--- config.mk ---
export PLATFORM = sky130hd
export DESIGN_NAME = hit_monitor
export DESIGN_NICKNAME = d
export VERILOG_FILES = /design/src/rtl/hit_monitor.sv
export SDC_FILE = /design/constraint.sdc
export NUM_CORES = 1
export LEC_CHECK = 0
export BUFFER_PORTS_ARGS = -buffer_cell sky130_fd_sc_hd__buf_4
export CAP_MARGIN = 20
export CORE_ASPECT_RATIO = 1.75
export CORE_MARGIN = 5
export CORE_UTILIZATION = 62
export DETAILED_ROUTE_END_ITERATION = 8
export PLACE_DENSITY = 0.88
export RECOVER_POWER = 100
export REMOVE_ABC_BUFFERS = 1
export SLEW_MARGIN = 40
export SYNTH_ARGS = -nofsm -noshare
export SYNTH_HDL_FRONTEND = slang
export SYNTH_SLANG_ARGS = --single-unit
--- constraint.sdc ---
create_clock -name clk -period 3.6 [get_ports clk]
set_input_delay 0.18 -clock clk [delete_from_list [all_inputs] [get_ports clk]]
set_output_delay 0.18 -clock clk [all_outputs]
set_load 0.005 [all_outputs]
--- src/rtl/hit_monitor.sv ---
// Ghost/Pacman catch detector and lives/freeze game FSM.
// Catches are detected only on tick; a catch freezes the movers for FREEZE_TICKS ticks, then respawn pulses.
module hit_monitor #(
    parameter int HIT_DIST     = 12,
    parameter int LIVES        = 3,
    parameter int FREEZE_TICKS = 60
) (
    input  logic       clk,
    input  logic       rst,
    input  logic       tick,
    input  logic       start,
    input  logic [9:0] pac_x,
    input  logic [8:0] pac_y,
    input  logic [9:0] ghost_x,
    input  logic [8:0] ghost_y,
    output logic       hit,
    output logic       respawn,
    output logic       freeze,
    output logic [1:0] lives,
    output logic       game_over,
    output logic [1:0] state
);

    typedef enum logic [1:0] {
        IDLE = 2'b00,
        PLAY = 2'b01,
        FRZ  = 2'b10,
        OVER = 2'b11
    } state_t;

    state_t      st, st_nx;
    logic [1:0]  lives_nx;
    logic [7:0]  cnt, cnt_nx;
    logic        hit_nx, resp_nx;
    logic [10:0] dx;
    logic [9:0]  dy;
    logic        overlap;

    // One extra bit so the subtraction never wraps before the compare.
    always_comb begin
        dx = (pac_x >= ghost_x) ? ({1'b0, pac_x} - {1'b0, ghost_x})
                                : ({1'b0, ghost_x} - {1'b0, pac_x});
        dy = (pac_y >= ghost_y) ? ({1'b0, pac_y} - {1'b0, ghost_y})
                                : ({1'b0, ghost_y} - {1'b0, pac_y});
        overlap = (dx < 11'(HIT_DIST)) && (dy < 10'(HIT_DIST));
    end

    always_comb begin
        st_nx    = st;
        lives_nx = lives;
        cnt_nx   = cnt;
        hit_nx   = 1'b0;
        resp_nx  = 1'b0;
        case (st)
            IDLE, OVER: begin
                if (start) begin
                    lives_nx = 2'(LIVES);
                    st_nx    = PLAY;
                end
            end
            PLAY: begin
                if (tick && overlap) begin
                    hit_nx = 1'b1;
                    if (lives > 2'd1) begin
                        lives_nx = lives - 2'd1;
                        cnt_nx   = 8'(FREEZE_TICKS);
                        st_nx    = FRZ;
                    end else begin
                        lives_nx = 2'd0;
                        st_nx    = OVER;
                    end
                end
            end
            FRZ: begin
                if (tick) begin
                    if (cnt <= 8'd1) begin
                        cnt_nx  = 8'd0;
                        resp_nx = 1'b1;
                        st_nx   = PLAY;
                    end else begin
                        cnt_nx = cnt - 8'd1;
                    end
                end
            end
            default: st_nx = IDLE;
        endcase
    end

    always_ff @(posedge clk or negedge rst) begin
        if (!rst) begin
            st      <= IDLE;
            lives   <= 2'd0;
            cnt     <= 8'd0;
            hit     <= 1'b0;
            respawn <= 1'b0;
        end else begin
            st      <= st_nx;
            lives   <= lives_nx;
            cnt     <= cnt_nx;
            hit     <= hit_nx;
            respawn <= resp_nx;
        end
    end

    // OVER also holds the movers, hence freeze on the state MSB.
    assign freeze    = st[1];
    assign game_over = (st == OVER);
    assign state     = st;

endmodule

==> run summary, run 1 <==
Most used DFF post-synth -> dfrtp_1
unrepaired setup endpoints after global routing -> false
Residual DRC -> 0
layout cells sized above 1 -> 16.04%
initial antenna violation count -> 0
area of the die -> 0.005719 mm2
first-pass GRT wire length -> 10800 um
most frequent cells in the layout -> inv_1 (48), ha_1 (43), buf_4 (41), a21oi_1 (28), nand2_1 (25)
CTS Buf Count -> 3
max capacitance violation total -> 0
root buffer cell -> clkbuf_8
post-synthesis cell area -> 0.002643 mm2
post-synthesis cell count -> 358
Syn Area/Cell -> 7.381 um2
Area Overhead vs Synth -> 15.77%
Final Skew -> 0.004657 ns
CP dominant cell by count -> nand4_1
gr ovfl total -> 0
clk slew on worst S/H paths -> 0.06 ns
Synth cell types -> 60
Setup CP Type -> primary input to flip-flop
Hold WC Path Type -> primary input to flip-flop
Routed WL per cell -> 14.38 um
H-tree lvl count -> 1
internal power -> 419.9 uW
cell area after layout -> 0.003059 mm2
Max stage delay on crit path -> 0.51 ns
die height -> 96.37 um
status -> completed
Clk Latency, worst-skew pair -> 0.25 ns
final antenna-violating net count -> 0
yosys warns -> 0
Initial Util -> 63.67%
Combinational Power Share -> 51.8%
Tmin final -> 3.177 ns
Vias -> 2711
leak pwr -> 1.525 nW
fin nets -> 485
Arr. time, crit path -> 3.31 ns
DR iter-0 viols -> 105
Sw Share -> 37.29%
net switching power -> 249.8 uW
delay-heaviest family, CP -> compound AO/OA/AOI/OAI gates
post-route clock period utilization -> 88.26%
FP Rows -> 31
final slew viol count -> 0
# port buffers -> 49
Bufs on Longest Clock Path -> 2
VDD IR max -> 0.2742 mV
Post-synth ARST share -> 100.0%
Post-synth EDFFs -> 0
Cell Pwr Density -> 218.9 mW/mm2
Clock Sinks -> 14
CP startpoint kind -> primary input
Placed Area -> 0.003008 mm2
crit path max fanout -> 13
Core ar. -> 0.004150 mm2
Setup TNS Final -> 0 ns
total chip power -> 669.7 uW
fillers -> 354
final WL -> 6443 um
CTS tree -> built
via density per instance -> 6.051
Yosys reg bits -> 14
vias in the first global route -> 2642
Final Setup Violations -> 0
power share of the clock group -> 23.3%
Tot GR Track Use -> 23.39%
FMAX -> 314.7 MHz
Worst Path Buf+Inv -> 2
Die W -> 59.35 um
Worst Setup End Kind -> flip-flop
Hold Violations, Final -> 0
Seq/Total Area, Yosys -> 13.26%
transition time at the pin with the least slew margin -> 0.7775 ns
critical-path cell list -> buf_4 > inv_1 > ha_1 > nand4_1 > a31oi_2 > o22ai_1 > a2111oi_0 > a31o_1 > nand4_1 > nor4_4 > a31o_2 > nand2_1 > a22o_1
sequential share of power -> 25.0%
I/O pin total -> 50
number of diodes -> 0
gp weighted congestion -> 0.9655
slowest CP cell -> a2111oi_0
post-DP HPWL -> 5315 um
Crit path required time -> 3.74 ns
drt first pass iters -> 5
Slew headroom -> 48.17%
most common cell after layout, fill and taps aside -> inv_1
largest net degree at the start of global routing -> 15
## per-layer routing
metal  up-vias  part of all wire [%]  GRT usage, %
li1       1353                     -             -
met1      1253                    37         24.23
met2        84                    56         45.89
met3        21                   3.6         1.477
met4         0                   3.5         10.02
met5         -                     0             0
## final cells by class
cell class              count  area [um2]  share of cell area (%)
multi-input cells         282        2034                   66.50
well taps                  49       61.31                   2.004
clock buffers               4       55.05                   1.800
repair buffers             51       377.9                   12.35
inverters                  48       180.2                   5.890
flip-flops and latches     14       350.3                   11.45
## synth_stat cells, types with 5 or more instances
cell      number  share of area (%)
xnor2_1        6                2.0
clkbuf_1       5               0.71
o21a_1        10                2.8
nand2b_1       5                1.2
nor2_1        22                3.1
inv_1         48                6.8
ha_1          43                 20
nor3_1        10                1.9
a21oi_1       28                5.3
dfrtp_1       14                 13
o21ai_0       21                4.0
nand2_1       25                3.6
buf_2          6                1.1
nor2b_1        7                1.7
a21o_1         9                2.6
nand3_1        5               0.95
or3_1          6                1.4
nand4_1        6                1.4
## per-stage QoR
step                      std cells  utilization, %  worst slack, ns  hold WS [ns]
after CTS                       448           74.04           0.5444        0.2299
after global routing            448           73.71           0.1908        0.2330
after global placement          443           72.48           0.4052       0.03654
after floorplan                 344               -           0.7102       -0.1156
after detailed placement        443           72.48           0.2974       0.03709
final                           448           73.71           0.4227        0.2368
## cell families (layout without fill, tap and decap cells)
family	Yosys count	after routing	synth area share, %
fa+ha+maj	43	43	20.36
flops	14	14	13.26
xor+xnor	9	9	2.983
compound gates	118	118	30.59
mux	5	5	2.036
simple gates	107	107	21.26
buf+inv	62	103	9.517
## state kept, by name (all words and copies together), names as in the netlist
| signal | cells |
|---|---|
| cnt | 8 |
| hit | 1 |
| lives | 2 |
| respawn | 1 |
| state | 2 |
## timing repair
action                    4_1_cts  5_1_grt
hold buffers                    1        0
gates resized for setup         0        0
hold endpoints to repair       14        0
buffers inserted                0        0
## path summary, 6_finish.rpt
kind / startpoint / slack [ns] / depth (start not counted) / endpoint
max: pac_y[3] / 0.42 / 13 / cnt[3]
min: tick / 0.24 / 2 / respawn
max reg2reg: cnt[0] / 1.38 / 8 / state[0]
min reg2reg: cnt[7] / 0.52 / 1 / cnt[7]
max in group asynchronous: rst / 2.56 / 2 / state[0]
min in group asynchronous: rst / 0.55 / 2 / cnt[6]
## power groups by stage
stage / clock network (mW) / logic (mW) / registers (mW)
floorplan: 0 / 0.238 / 0.170
finish: 0.156 / 0.347 / 0.167
global placement: 0 / 0.341 / 0.170
CTS: 0.156 / 0.347 / 0.168
global route: 0.164 / 0.386 / 0.168
detailed placement: 0 / 0.345 / 0.170
(Power assumes the default switching activity.)
==> inputs of run 2 (changes only) <==
Settings changed: CTS_BUF_LIST from default to sky130_fd_sc_hd__clkbuf_16.
==> run 2 against run 1 <==
Net effect:
- sequential cell count unchanged
- design area up 0.90%
- fmax is 0.49% lower
- combinational power barely moved
- non-clock buffer count did not move
- sequential share of layout area decreased by 0.10 points
- hold slack better by 0.0052 ns
- critical path depth unchanged
- first-iteration DRC count is 15% higher
- via count is 1.0% higher
- clock skew hardly changed
- utilization is 0.66 points higher
- largest cell class unchanged
==> run summary, run 2 (synthesis results as in run 1) <==
Tot GR Track Use -> 24.04% (was 23.39%)
Tmin final -> 3.193 ns (was 3.177 ns)
vias in the first global route -> 2705 (was 2642)
Cell Pwr Density -> 234.9 mW/mm2 (was 218.9 mW/mm2)
CTS tree -> built (unchanged)
leak pwr -> 1.538 nW (was 1.525 nW)
initial antenna violation count -> 0 (unchanged)
drt first pass iters -> 4 (was 5)
Global Route met1 Usage -> 23.90% (was 24.23%)
most common cell after layout, fill and taps aside -> inv_1 (unchanged)
GRT busiest layer -> met2 (unchanged)
Hold Violations, Final -> 0 (unchanged)
fin nets -> 485 (unchanged)
gp weighted congestion -> 0.9655 (unchanged)
routing usage on met2 -> 46.62% (was 45.89%)
VDD IR max -> 0.3764 mV (was 0.2742 mV)
Arr. time, crit path -> 3.32 ns (was 3.31 ns)
final slew viol count -> 0 (unchanged)
final WL -> 6614 um (was 6443 um)
post-DP HPWL -> 5315 um (unchanged)
Die W -> 59.35 um (unchanged)
Routed WL per cell -> 14.76 um (was 14.38 um)
Crit path required time -> 3.73 ns (was 3.74 ns)
most frequent cells in the layout -> inv_1 (48), ha_1 (43), buf_4 (41), a21oi_1 (28), nand2_1 (25) (unchanged)
post-route clock period utilization -> 88.70% (was 88.26%)
max capacitance violation total -> 0 (unchanged)
number of diodes -> 0 (unchanged)
DR iter-0 viols -> 121 (was 105)
fillers -> 351 (was 354)
final antenna-violating net count -> 0 (unchanged)
Hold WC Path Type -> primary input to flip-flop (unchanged)
max reg flops -> 8 (unchanged)
Residual DRC -> 0 (unchanged)
area of the die -> 0.005719 mm2 (unchanged)
Area Overhead vs Synth -> 16.81% (was 15.77%)
# port buffers -> 49 (unchanged)
gr ovfl total -> 0 (unchanged)
Vias -> 2738 (was 2711)
die height -> 96.37 um (unchanged)
Initial Util -> 63.67% (unchanged)
H-tree lvl count -> 1 (unchanged)
critical-path cell list -> buf_4 > inv_1 > ha_1 > nand4_1 > a31oi_2 > o22ai_1 > a2111oi_0 > a31o_1 > nand4_1 > nor4_4 > a31o_2 > nand2_1 > a22o_1 (unchanged)
Slew headroom -> 48.10% (was 48.17%)
cell area after layout -> 0.003087 mm2 (was 0.003059 mm2)
Placed Area -> 0.003008 mm2 (unchanged)
met3 Use GR -> 2.550% (was 1.477%)
first-pass GRT wire length -> 11030 um (was 10800 um)
layout cells sized above 1 -> 16.04% (unchanged)
Core ar. -> 0.004150 mm2 (unchanged)
Clock Sinks -> 14 (unchanged)
Clk Latency, worst-skew pair -> 0.24 ns (was 0.25 ns)
setup bufs post-CTS -> 0 (unchanged)
CTS Buf Count -> 3 (unchanged)
clk slew on worst S/H paths -> 0.05 ns (was 0.06 ns)
CP dominant cell by count -> nand4_1 (unchanged)
crit path max fanout -> 13 (unchanged)
status -> completed (unchanged)
CP startpoint kind -> primary input (unchanged)
largest net degree at the start of global routing -> 15 (unchanged)
Final Skew -> 0.004962 ns (was 0.004657 ns)
transition time at the pin with the least slew margin -> 0.7785 ns (was 0.7775 ns)
Final Setup Violations -> 0 (unchanged)
FP Rows -> 31 (unchanged)
total chip power -> 724.9 uW (was 669.7 uW)
Worst Setup End Kind -> flip-flop (unchanged)
Largest Register -> cnt (unchanged)
unrepaired setup endpoints after global routing -> false (unchanged)
slowest CP cell -> ha_1 (was a2111oi_0)
Max stage delay on crit path -> 0.50 ns (was 0.51 ns)
Bufs on Longest Clock Path -> 2 (unchanged)
via density per instance -> 6.112 (was 6.051)
root buffer cell -> clkbuf_16 (was clkbuf_8)
I/O pin total -> 50 (unchanged)
Setup TNS Final -> 0 ns (unchanged)
Setup CP Type -> primary input to flip-flop (unchanged)
FMAX -> 313.2 MHz (was 314.7 MHz)
-- run 2: cell count changes in the layout (fill, tap and decap cells not counted) --
cell and change:
clkbuf_16 +3, clkbuf_4 +1, clkinv_1 +1, clkbuf_1 -1
clkbuf_8 -4
-- run 2: final cells by class --
class / instances / area, um2 / share of cell area [%]
Timing Repair Buffer: 51 / 381.6 / 12.36
Multi-Input combinational cell: 282 / 2034 / 65.91
Tap cell: 49 / 61.31 / 1.986
Inverter: 48 / 180.2 / 5.837
Sequential cell: 14 / 350.3 / 11.35
Clock buffer: 3 / 75.07 / 2.432
Clock inverter: 1 / 3.754 / 0.1216
-- run 2: layer usage --
layer / vias to the layer above / share of wire, %
met1: 1272 / 35
met3: 30 / 3.8
met4: 0 / 4.6
met5: - / 0
li1: 1352 / -
met2: 84 / 56
-- run 2: path summary, 6_finish.rpt --
check                               from        to  slack [ns]  depth (start not counted)
worst min-delay path                tick   respawn        0.24                          2
max in group asynchronous            rst  lives[0]        2.59                          2
worst max-delay path            pac_y[3]    cnt[3]        0.41                         13
min in group asynchronous            rst  state[1]        0.53                          2
worst min register to register    cnt[6]    cnt[6]        0.50                          1
worst max register to register    cnt[0]  state[0]        1.21                          8
-- run 2: worst max-delay path: cells and delay by family --
kind	cells	cell delay [ns]
buffers and inverters	2	0.11
AOI/OAI and AO/OA	6	1.65
and+or+nand+nor	4	0.88
adders and majority gates	1	0.50
-- run 2: timing repair --
action	in CTS	in global routing
resized for setup	0	0
hold endpoints to repair	14	0
setup endpoints to repair	0	0
hold buffers	1	0
-- run 2: per-stage QoR --
stage,worst slack (ns),hold slack [ns],util [%],instances
5_1_grt,0.1793,0.2398,74.37,448
6_report,0.4070,0.2420,74.37,448
2_1_floorplan,0.7102,-0.1156,-,344
3_5_place_dp,0.2974,0.03709,72.48,443
4_1_cts,0.5307,0.2376,74.62,448
3_3_place_gp,0.4052,0.03654,72.48,443
-- run 2: report_power, final --
group          switching, mW  internal [mW]  leakage [nW]
Combinational          0.186          0.161          1.32
Clock                 0.0638          0.147        0.0385
Sequential           0.00539          0.162         0.180
